`src/rtl/vga_layer_renderer.sv`:
```
`default_nettype none
// ============================================================================
//  Module   : vga_layer_renderer
//  Purpose  : Two-stage pipelined pixel renderer for the game display.
//             Object geometry is shadowed once per frame (on frame_start)
//             so that mid-frame updates never tear.
//             Stage 1 registers per-pixel hit flags.
//             Stage 2 registers the colour mux.
//             A frame-counted blink drives the GAME_OVER background.
//  Options  : VGA_COLLIDE_EN -- when defined, adds per-frame player/obstacle
//             collision detection. When undefined, collision is tied to 0.
//  Ports    : clk, rst (sync, active-low)
//             x, y, active_pixels, frame_start : VGA timing inputs
//             game_state : 00 START, 01 PLAYING, 10 INSTRUCTIONS,
//                          11 GAME_OVER
//             txt_*      : text-layer pixel flags, aligned with x/y
//             player_x, player_height, obs_* , obs_valid : live geometry
//             VGA_R/G/B  : registered colour, 2-cycle latency
//             collision  : overlap seen during the previous frame
//  Revision : 1.0 - initial release
// ============================================================================
module vga_layer_renderer #(
  parameter int NUM_OBS         = 4,
  parameter int COLOR_W         = 8,
  parameter int BOX_WIDTH       = 30,
  parameter int BOX_BASE_HEIGHT = 30,
  parameter int BOX_Y_START     = 345,
  parameter int BANK_X_START    = 50,
  parameter int BANK_WIDTH      = 60,
  parameter int BLINK_FRAMES    = 16
) (
  input  logic                    clk,
  input  logic                    rst,
  input  logic [9:0]              x,
  input  logic [9:0]              y,
  input  logic                    active_pixels,
  input  logic                    frame_start,
  input  logic [1:0]              game_state,
  input  logic                    txt_start,
  input  logic                    txt_howto,
  input  logic                    txt_score,
  input  logic                    txt_hp,
  input  logic [9:0]              player_x,
  input  logic [9:0]              player_height,
  input  logic [10*NUM_OBS-1:0]   obs_x,
  input  logic [10*NUM_OBS-1:0]   obs_y,
  input  logic [10*NUM_OBS-1:0]   obs_w,
  input  logic [10*NUM_OBS-1:0]   obs_h,
  input  logic [NUM_OBS-1:0]      obs_valid,
  output logic [COLOR_W-1:0]      VGA_R,
  output logic [COLOR_W-1:0]      VGA_G,
  output logic [COLOR_W-1:0]      VGA_B,
  output logic                    collision
);

  localparam logic [1:0] ST_START   = 2'b00;
  localparam logic [1:0] ST_PLAYING = 2'b01;
  localparam logic [1:0] ST_INSTR   = 2'b10;
  localparam logic [1:0] ST_OVER    = 2'b11;

  localparam int                  BLINK_W    = $clog2(BLINK_FRAMES + 1);
  localparam logic [BLINK_W-1:0]  BLINK_LAST = BLINK_W'(BLINK_FRAMES - 1);
  localparam logic [COLOR_W-1:0]  C_MAX      = '1;
  localparam logic [COLOR_W-1:0]  C_HALF     = {1'b1, {(COLOR_W-1){1'b0}}};

  // All geometry is compared in 11 bits so x+w beyond 1023 never wraps.
  localparam logic [10:0] PL_WIDTH   = 11'(BOX_WIDTH);
  localparam logic [10:0] ROW_BOTTOM = 11'(BOX_Y_START);
  localparam logic [10:0] ROW_LIMIT  = 11'(BOX_Y_START + 1);
  localparam logic [10:0] BANK_X0    = 11'(BANK_X_START);
  localparam logic [10:0] BANK_X1    = 11'(BANK_X_START + BANK_WIDTH);
  localparam logic [10:0] BANK_TOP   = (BOX_BASE_HEIGHT > BOX_Y_START + 1) ? 11'd0
                                       : 11'(BOX_Y_START + 1 - BOX_BASE_HEIGHT);

  // ---------------------------------------------------------------- shadows
  logic [9:0]            sh_player_x;
  logic [9:0]            sh_player_h;
  logic [10*NUM_OBS-1:0] sh_obs_x;
  logic [10*NUM_OBS-1:0] sh_obs_y;
  logic [10*NUM_OBS-1:0] sh_obs_w;
  logic [10*NUM_OBS-1:0] sh_obs_h;
  logic [NUM_OBS-1:0]    sh_obs_valid;

  always_ff @(posedge clk) begin
    if (!rst) begin
      sh_player_x  <= '0;
      sh_player_h  <= '0;
      sh_obs_x     <= '0;
      sh_obs_y     <= '0;
      sh_obs_w     <= '0;
      sh_obs_h     <= '0;
      sh_obs_valid <= '0;
    end else if (frame_start) begin
      sh_player_x  <= player_x;
      sh_player_h  <= player_height;
      sh_obs_x     <= obs_x;
      sh_obs_y     <= obs_y;
      sh_obs_w     <= obs_w;
      sh_obs_h     <= obs_h;
      sh_obs_valid <= obs_valid;
    end
  end

  // -------------------------------------------------------- stage 1 (hits)
  logic [10:0]        x_ext;
  logic [10:0]        y_ext;
  logic [10:0]        player_top;
  logic               hit_player;
  logic               hit_bank;
  logic [NUM_OBS-1:0] hit_obs;

  assign x_ext = {1'b0, x};
  assign y_ext = {1'b0, y};

  // A player taller than the play area is clamped to start at row 0.
  assign player_top = ({1'b0, sh_player_h} > ROW_LIMIT) ? 11'd0
                      : ROW_LIMIT - {1'b0, sh_player_h};

  assign hit_player = (sh_player_h != 10'd0)
                   && (x_ext >= {1'b0, sh_player_x})
                   && (x_ext <  {1'b0, sh_player_x} + PL_WIDTH)
                   && (y_ext >= player_top) && (y_ext <= ROW_BOTTOM);

  assign hit_bank = (x_ext >= BANK_X0) && (x_ext < BANK_X1)
                 && (y_ext >= BANK_TOP) && (y_ext <= ROW_BOTTOM);

  // Zero width or height makes the half-open range empty on its own.
  for (genvar i = 0; i < NUM_OBS; i++) begin : g_obs
    logic [10:0] ox, oy, ow, oh;
    assign ox = {1'b0, sh_obs_x[10*i +: 10]};
    assign oy = {1'b0, sh_obs_y[10*i +: 10]};
    assign ow = {1'b0, sh_obs_w[10*i +: 10]};
    assign oh = {1'b0, sh_obs_h[10*i +: 10]};
    assign hit_obs[i] = sh_obs_valid[i]
                     && (x_ext >= ox) && (x_ext < ox + ow)
                     && (y_ext >= oy) && (y_ext < oy + oh);
  end

  logic               s1_player, s1_bank, s1_active;
  logic [NUM_OBS-1:0] s1_obs;
  logic               s1_txt_start, s1_txt_howto, s1_txt_score, s1_txt_hp;
  logic [1:0]         s1_state;
  logic [9:0]         s1_x, s1_y;

  always_ff @(posedge clk) begin
    if (!rst) begin
      s1_player    <= 1'b0;
      s1_bank      <= 1'b0;
      s1_obs       <= '0;
      s1_active    <= 1'b0;
      s1_txt_start <= 1'b0;
      s1_txt_howto <= 1'b0;
      s1_txt_score <= 1'b0;
      s1_txt_hp    <= 1'b0;
      s1_state     <= ST_START;
      s1_x         <= '0;
      s1_y         <= '0;
    end else begin
      s1_player    <= hit_player;
      s1_bank      <= hit_bank;
      s1_obs       <= hit_obs;
      s1_active    <= active_pixels;
      s1_txt_start <= txt_start;
      s1_txt_howto <= txt_howto;
      s1_txt_score <= txt_score;
      s1_txt_hp    <= txt_hp;
      s1_state     <= game_state;
      s1_x         <= x;
      s1_y         <= y;
    end
  end

  // ------------------------------------------------------------------ blink
  logic [BLINK_W-1:0] blink_cnt;
  logic               blink_phase;

  always_ff @(posedge clk) begin
    if (!rst) begin
      blink_cnt   <= '0;
      blink_phase <= 1'b0;
    end else if (game_state != ST_OVER) begin
      blink_cnt   <= '0;
      blink_phase <= 1'b0;
    end else if (frame_start) begin
      if (blink_cnt == BLINK_LAST) begin
        blink_cnt   <= '0;
        blink_phase <= ~blink_phase;
      end else begin
        blink_cnt   <= blink_cnt + BLINK_W'(1);
      end
    end
  end

  // ------------------------------------------------------ stage 2 (colour)
  logic [COLOR_W-1:0] nxt_r, nxt_g, nxt_b;
  logic [10:0]        s1_x_ext, s1_y_ext;
  logic [9:0]         y_mod40;
  logic               on_diag;

  assign s1_x_ext = {1'b0, s1_x};
  assign s1_y_ext = {1'b0, s1_y};
  assign y_mod40  = s1_y % 10'd40;
  assign on_diag  = (s1_x_ext == s1_y_ext + 11'd80) || (s1_x_ext == 11'd720 - s1_y_ext);

  always_comb begin
    nxt_r = '0;
    nxt_g = '0;
    nxt_b = '0;
    if (s1_active) begin
      case (s1_state)
        ST_START: begin
          if (s1_txt_start || s1_txt_howto) begin
            nxt_r = C_MAX; nxt_g = C_MAX; nxt_b = C_MAX;
          end else begin
            nxt_b = C_HALF;
          end
        end
        ST_INSTR: begin
          if ((s1_x > 10'd200) && (s1_x < 10'd440) && (y_mod40 > 10'd35)) begin
            nxt_r = C_MAX; nxt_g = C_MAX; nxt_b = C_MAX;
          end else begin
            nxt_g = C_MAX;
          end
        end
        ST_PLAYING: begin
          if (s1_txt_score || s1_txt_hp) begin
            // black text over everything
          end else if (|s1_obs) begin
            nxt_r = C_MAX;
          end else if (s1_player) begin
            nxt_b = C_MAX;
          end else if (s1_bank) begin
            nxt_g = C_MAX;
          end else begin
            nxt_r = C_MAX; nxt_g = C_MAX; nxt_b = C_MAX;
          end
        end
        default: begin
          if (!on_diag && !blink_phase) nxt_r = C_MAX;
        end
      endcase
    end
  end

  always_ff @(posedge clk) begin
    if (!rst) begin
      VGA_R <= '0;
      VGA_G <= '0;
      VGA_B <= '0;
    end else begin
      VGA_R <= nxt_r;
      VGA_G <= nxt_g;
      VGA_B <= nxt_b;
    end
  end

  // -------------------------------------------------------------- collision
`ifdef VGA_COLLIDE_EN
  logic coll_sticky;
  logic coll_set;

  assign coll_set = s1_active && (s1_state == ST_PLAYING) && s1_player && (|s1_obs);

  // The pixel sitting in stage 1 at the frame_start edge still belongs to
  // the finishing frame, so it is folded into the reported result.
  always_ff @(posedge clk) begin
    if (!rst) begin
      coll_sticky <= 1'b0;
      collision   <= 1'b0;
    end else if (frame_start) begin
      collision   <= coll_sticky | coll_set;
      coll_sticky <= 1'b0;
    end else begin
      coll_sticky <= coll_sticky | coll_set;
    end
  end
`else
  assign collision = 1'b0;
`endif

endmodule
`default_nettype wire

```
`config.mk`:
```
export PLATFORM = sky130hd
export DESIGN_NAME = vga_layer_renderer
export DESIGN_NICKNAME = d
export VERILOG_FILES = /design/src/rtl/vga_layer_renderer.sv
export SDC_FILE = /design/constraint.sdc
export NUM_CORES = 1
export LEC_CHECK = 0
export ABC_AREA = 1
export CAP_MARGIN = 10
export CELL_PAD_IN_SITES_DETAIL_PLACEMENT = 1
export CELL_PAD_IN_SITES_GLOBAL_PLACEMENT = 2
export CORE_ASPECT_RATIO = 1.25
export CORE_MARGIN = 1
export CORE_UTILIZATION = 32
export DETAILED_ROUTE_END_ITERATION = 16
export GPL_TIMING_DRIVEN = 0
export PLACE_DENSITY = 0.8
export SLEW_MARGIN = 0
export SYNTH_ARGS = -nofsm -noshare
export SYNTH_HDL_FRONTEND = slang
export SYNTH_SLANG_ARGS = --single-unit
```
`constraint.sdc`:
```
create_clock -name clk -period 3.42 [get_ports clk]
set_clock_uncertainty 0.15 [all_clocks]
set_input_delay 0.342 -clock clk [delete_from_list [all_inputs] [get_ports clk]]
set_output_delay 0.342 -clock clk [all_outputs]
set_load 0.02 [all_outputs]
```
==> results summary <==
The number of iterations in the first detailed-routing pass came out at 5. The max-capacitance violation count came out at 0. Summing the areas of all fa, ha and maj instances in the mapped netlist gives 22.7% of the synthesized area. In this run the tightest slew margin relative to its limit is 19.1%. The half-perimeter wire length after placement is 42,600 microns. The min-delay analysis places its worst path in the category in -> reg.

The largest fanout on the critical path is 3. The worst-case IR drop observed on VDD is 395 uV. The final layout contains routed wiring with a total length of 55,200 microns. Clock-pin slew was measured on the worst setup and hold paths at 0.06 ns. Based on the critical path, the design can be clocked at up to 0.301 GHz. The count of unresolved DRC violations after routing is 0. The cell type of the slowest stage on the worst timing path is sky130_fd_sc_hd__fa_2. The synthesized netlist devotes 20.4% of its cell area to compound gates. After detailed routing, the number of vias per cell comes to 4.97. In the layout the commonest cells are sky130_fd_sc_hd__ha_1 (268), sky130_fd_sc_hd__inv_1 (236), sky130_fd_sc_hd__clkdlybuf4s50_1 (233). For the worst setup path, the data required time is 3.79 ns. In the final layout, the share of cells above drive strength 1 is 5.59%. The initial antenna violation count is 3. The dominant combinational cell family by area after synthesis is adder cells.

The number of nets at the end of the flow is 2,782. The leakage power came out at 9.06 nW. The setup slack of the most critical reg-to-reg path is 0.1 ns. The launching element type of the critical path is a flop. The Yosys step of the flow raised 0 warnings. The number of synthesized register bits came out at 227. The number of violations reported at the end of detailed-routing iteration 0 is 402. The time the final worst path needs with I/O delays and setup is 3.32 ns.

The cell that appears most often on the critical path is sky130_fd_sc_hd__ha_1. The final instance count without filler cells came out at 2,950. In this run the horizontal extent of the chip is 200 microns. The initial core utilization is 32.4%. CTS built an H-tree with a depth of 1. The clock tree root driver cell is sky130_fd_sc_hd__clkbuf_16. Row generation in the floorplan step produced 90 rows.

The die is 249 microns tall. At the later pin of the worst-skew pair, clock insertion delay measures 0.57 ns. The run finished with clean final reports. The post-route fraction of the period consumed by the critical path came out at 97.1%. The floorplan core area is 48,200 sq um.

The transition time of the tightest slew-check pin is 1.21 ns. By startpoint and endpoint, the worst setup path is classified as reg -> reg. The count of buffers added on input and output ports is 235. During I/O placement, the number of pins put on the boundary was 239.

Global routing finished with a remaining overflow of 0. The post-synthesis async set-or-reset flop share came out at 0%. For this design the ratio of total power to cell area is 412 nW/um^2. TritonCTS built the clock tree.

The synthesized netlist contains 47 unique library cells. The max-slew violation count is 0. The most used flip-flop cell after synthesis is sky130_fd_sc_hd__dfxtp_1. The net count after synthesis came out at 2,513. Ranked by total cell area, the synthesized netlist is headed by sky130_fd_sc_hd__dfxtp_1 (29%), sky130_fd_sc_hd__ha_1 (22%), sky130_fd_sc_hd__o21ai_0 (7.3%). The basic-gate share of the synthesized area counting and, or, nand and nor cells is 14.0%.

The fraction of synthesized cell area taken by the top area cell type is 29.1%. The area of all placed cells without fillers came out at 19,800 sq um. The number of buffers inserted during clock tree synthesis is 28. The average detailed-routed wire length per instance is 18.7 microns. The global routing usage summed across all routing layers came out at 22.1%. The pin count of the biggest net entering global routing came out at 14. The worst setup path is captured at a flop. The delay of the slowest cell on the worst path is 0.36 ns. The dominant delay contributor by cell family on the critical path is compound AO/OA/AOI/OAI gates. The number of antenna diodes in the final layout is 0. The total via count in the routed design came out at 14,671. The number of enable flip-flop cells after synthesis came out at 0. Traced cell by cell, the critical path runs through ha_1, fa_2, nand3_1, nand2_1, a21oi_2, o21bai_1, xor2_1, ha_1, buf_4, a2111oi_2, o21ai_0, a21oi_1, nor3_2, nor3_1, o21a_1. The maximum root-to-sink buffer count is 3. The sum of buffers and inverters on the critical path is 1. After synthesis, the share of cell area in mux cells is 0%. The final weighted congestion of routability-driven global placement came out at 0.837. In this run the cell area measured after placement is 18,800 sq um. The global-route wire length before repair is 84,800 microns. The remaining antenna violation count is 0. Summing internal, switching and leakage power gives 0.00817 W. In this run the cell area of the synthesized design comes to 15,600 sq um. Setup repair after global routing could not meet its margin everywhere. The sequential share of the synthesized area came out at 29.1%. The cell accounting for the most synthesized area is sky130_fd_sc_hd__dfxtp_1. The floorplan step defined a die boundary enclosing 49,700 sq um. The core occupancy in the finished layout is 41.2%.

The via count of the first global-routing pass came out at 15,496. The synthesized netlist cell count came out at 2,021. The total of fill cells in the finished design is 5,992. For this design, the sink count on the clock tree is 227.

The synthesis-to-layout area growth came out at 27.2%. The xor and xnor fraction of the mapped netlist area came out at 5.27%. The final count of negative-setup-slack endpoints is 0.

The most common cell after layout, fill and taps aside is sky130_fd_sc_hd__ha_1. The final hold violation count came out at 0. The setup TNS after final layout came out at 0 ns. At the worst endpoint, the arrival time is 3.69 ns.

The total instance count after detailed placement is 2,900. The post-synthesis area per instance came out at 7.72 sq um.
## worst paths after layout
check           startpoint     endpoint  cells past startpoint
max            sh_obs_y[0]    s1_obs[0]                     15
min          active_pixels    s1_active                      3
max reg2reg    sh_obs_y[0]    s1_obs[0]                     15
min reg2reg    blink_phase  blink_phase                      1
## what timing repair did
action                                  in CTS  in global routing
hold buffers                                 0                  0
resized for setup                           12                 36
pin swaps                                    2                 19
buffers inserted                             0                  4
endpoints found under the setup margin       4                  8
cloned                                       0                  0
## metrics by stage
| stage | worst slack (ns) | hold slack [ns] |
|---|---|---|
| after detailed placement | -0.707 | 0.298 |
| after CTS | -0.0449 | 0.150 |
| after floorplan | 0.557 | 0.277 |
| after global placement | -0.724 | 0.295 |
| after global routing | -0.0687 | 0.182 |
| final | 0.0977 | 0.179 |
## registers in the layout, summed over array words and instances (netlist names), 2 cells and up
name / flops
sh_obs_valid: 4
s1_y: 10
sh_obs_x: 40
sh_player_x: 10
blink_cnt: 5
sh_player_h: 10
s1_obs: 4
s1_x: 10
VGA_B: 2
sh_obs_h: 40
sh_obs_w: 40
sh_obs_y: 40
s1_state: 2
## tightest hold or removal path: cells and delay by family
kind	cells	cell delay, ns
buffers and inverters	2	0.43
AND/OR/NAND/NOR	1	0.06
## Yosys cell counts (2+ instances only)
| library cell | instances |
|---|---|
| sky130_fd_sc_hd__ha_1 | 270 |
| sky130_fd_sc_hd__inv_1 | 237 |
| sky130_fd_sc_hd__nor2_1 | 228 |
| sky130_fd_sc_hd__dfxtp_1 | 227 |
| sky130_fd_sc_hd__o21ai_0 | 227 |
| sky130_fd_sc_hd__a21oi_1 | 218 |
| sky130_fd_sc_hd__nand2_1 | 173 |
| sky130_fd_sc_hd__xor2_1 | 64 |
| sky130_fd_sc_hd__clkbuf_1 | 61 |
| sky130_fd_sc_hd__nand3_1 | 57 |
| sky130_fd_sc_hd__o21a_1 | 34 |
| sky130_fd_sc_hd__xnor2_1 | 30 |
| sky130_fd_sc_hd__a21boi_0 | 24 |
| sky130_fd_sc_hd__buf_4 | 21 |
| sky130_fd_sc_hd__nor3_1 | 21 |
| sky130_fd_sc_hd__o21bai_1 | 21 |
| sky130_fd_sc_hd__nand4_1 | 13 |
| sky130_fd_sc_hd__nand2_2 | 10 |
| sky130_fd_sc_hd__a21o_1 | 8 |
| sky130_fd_sc_hd__fa_1 | 8 |
| sky130_fd_sc_hd__o221ai_1 | 8 |
| sky130_fd_sc_hd__a211oi_1 | 7 |
| sky130_fd_sc_hd__nor4_1 | 7 |
| sky130_fd_sc_hd__o211ai_1 | 6 |
| sky130_fd_sc_hd__buf_1 | 4 |
| sky130_fd_sc_hd__nand2_4 | 4 |
| sky130_fd_sc_hd__a31o_2 | 3 |
| sky130_fd_sc_hd__a31oi_1 | 3 |
| sky130_fd_sc_hd__a2111oi_0 | 2 |
| sky130_fd_sc_hd__clkinv_1 | 2 |
| sky130_fd_sc_hd__conb_1 | 2 |
| sky130_fd_sc_hd__inv_2 | 2 |
| sky130_fd_sc_hd__nand3_2 | 2 |
| sky130_fd_sc_hd__nor2_2 | 2 |
| sky130_fd_sc_hd__o2111ai_1 | 2 |
| sky130_fd_sc_hd__o21ai_1 | 2 |
## layout make-up
class / count / area [sq um] / share of cell area [%]
Inverter: 241 / 905 / 4.56
Buffer: 88 / 418 / 2.11
Sequential cell: 227 / 4550 / 22.9
Clock inverter: 9 / 101 / 0.511
Tap cell: 644 / 806 / 4.06
Clock buffer: 37 / 796 / 4.01
Multi-Input combinational cell: 1465 / 9890 / 49.8
Timing Repair Buffer: 239 / 2380 / 12.0
## kinds of logic after synthesis
kind of cell	after synthesis
AND/OR/NAND/NOR	520
AO/OA/AOI/OAI	571
adder cells (fa/ha/maj)	278
buffers and inverters	329
XOR/XNOR	94
other	2
flip-flops	227
## per-layer routing
layer | GRT usage, % | part of all wire, % | up-vias
met2 | 41.1 | 51 | 238
met1 | 26.5 | 43 | 7020
met3 | 1.98 | 3.2 | 70
met5 | 0 | 0.042 | -
met4 | 6.22 | 2.5 | 4
li1 | - | - | 7339
## report_power, final
part / switching [W] / total (W) / internal [W]
clock network: 0.00122 / 0.00299 / 0.00177
registers: 0.000134 / 0.00295 / 0.00282
logic: 0.00124 / 0.00223 / 0.000987
Note: power is estimated with default switching activity, not from simulation.
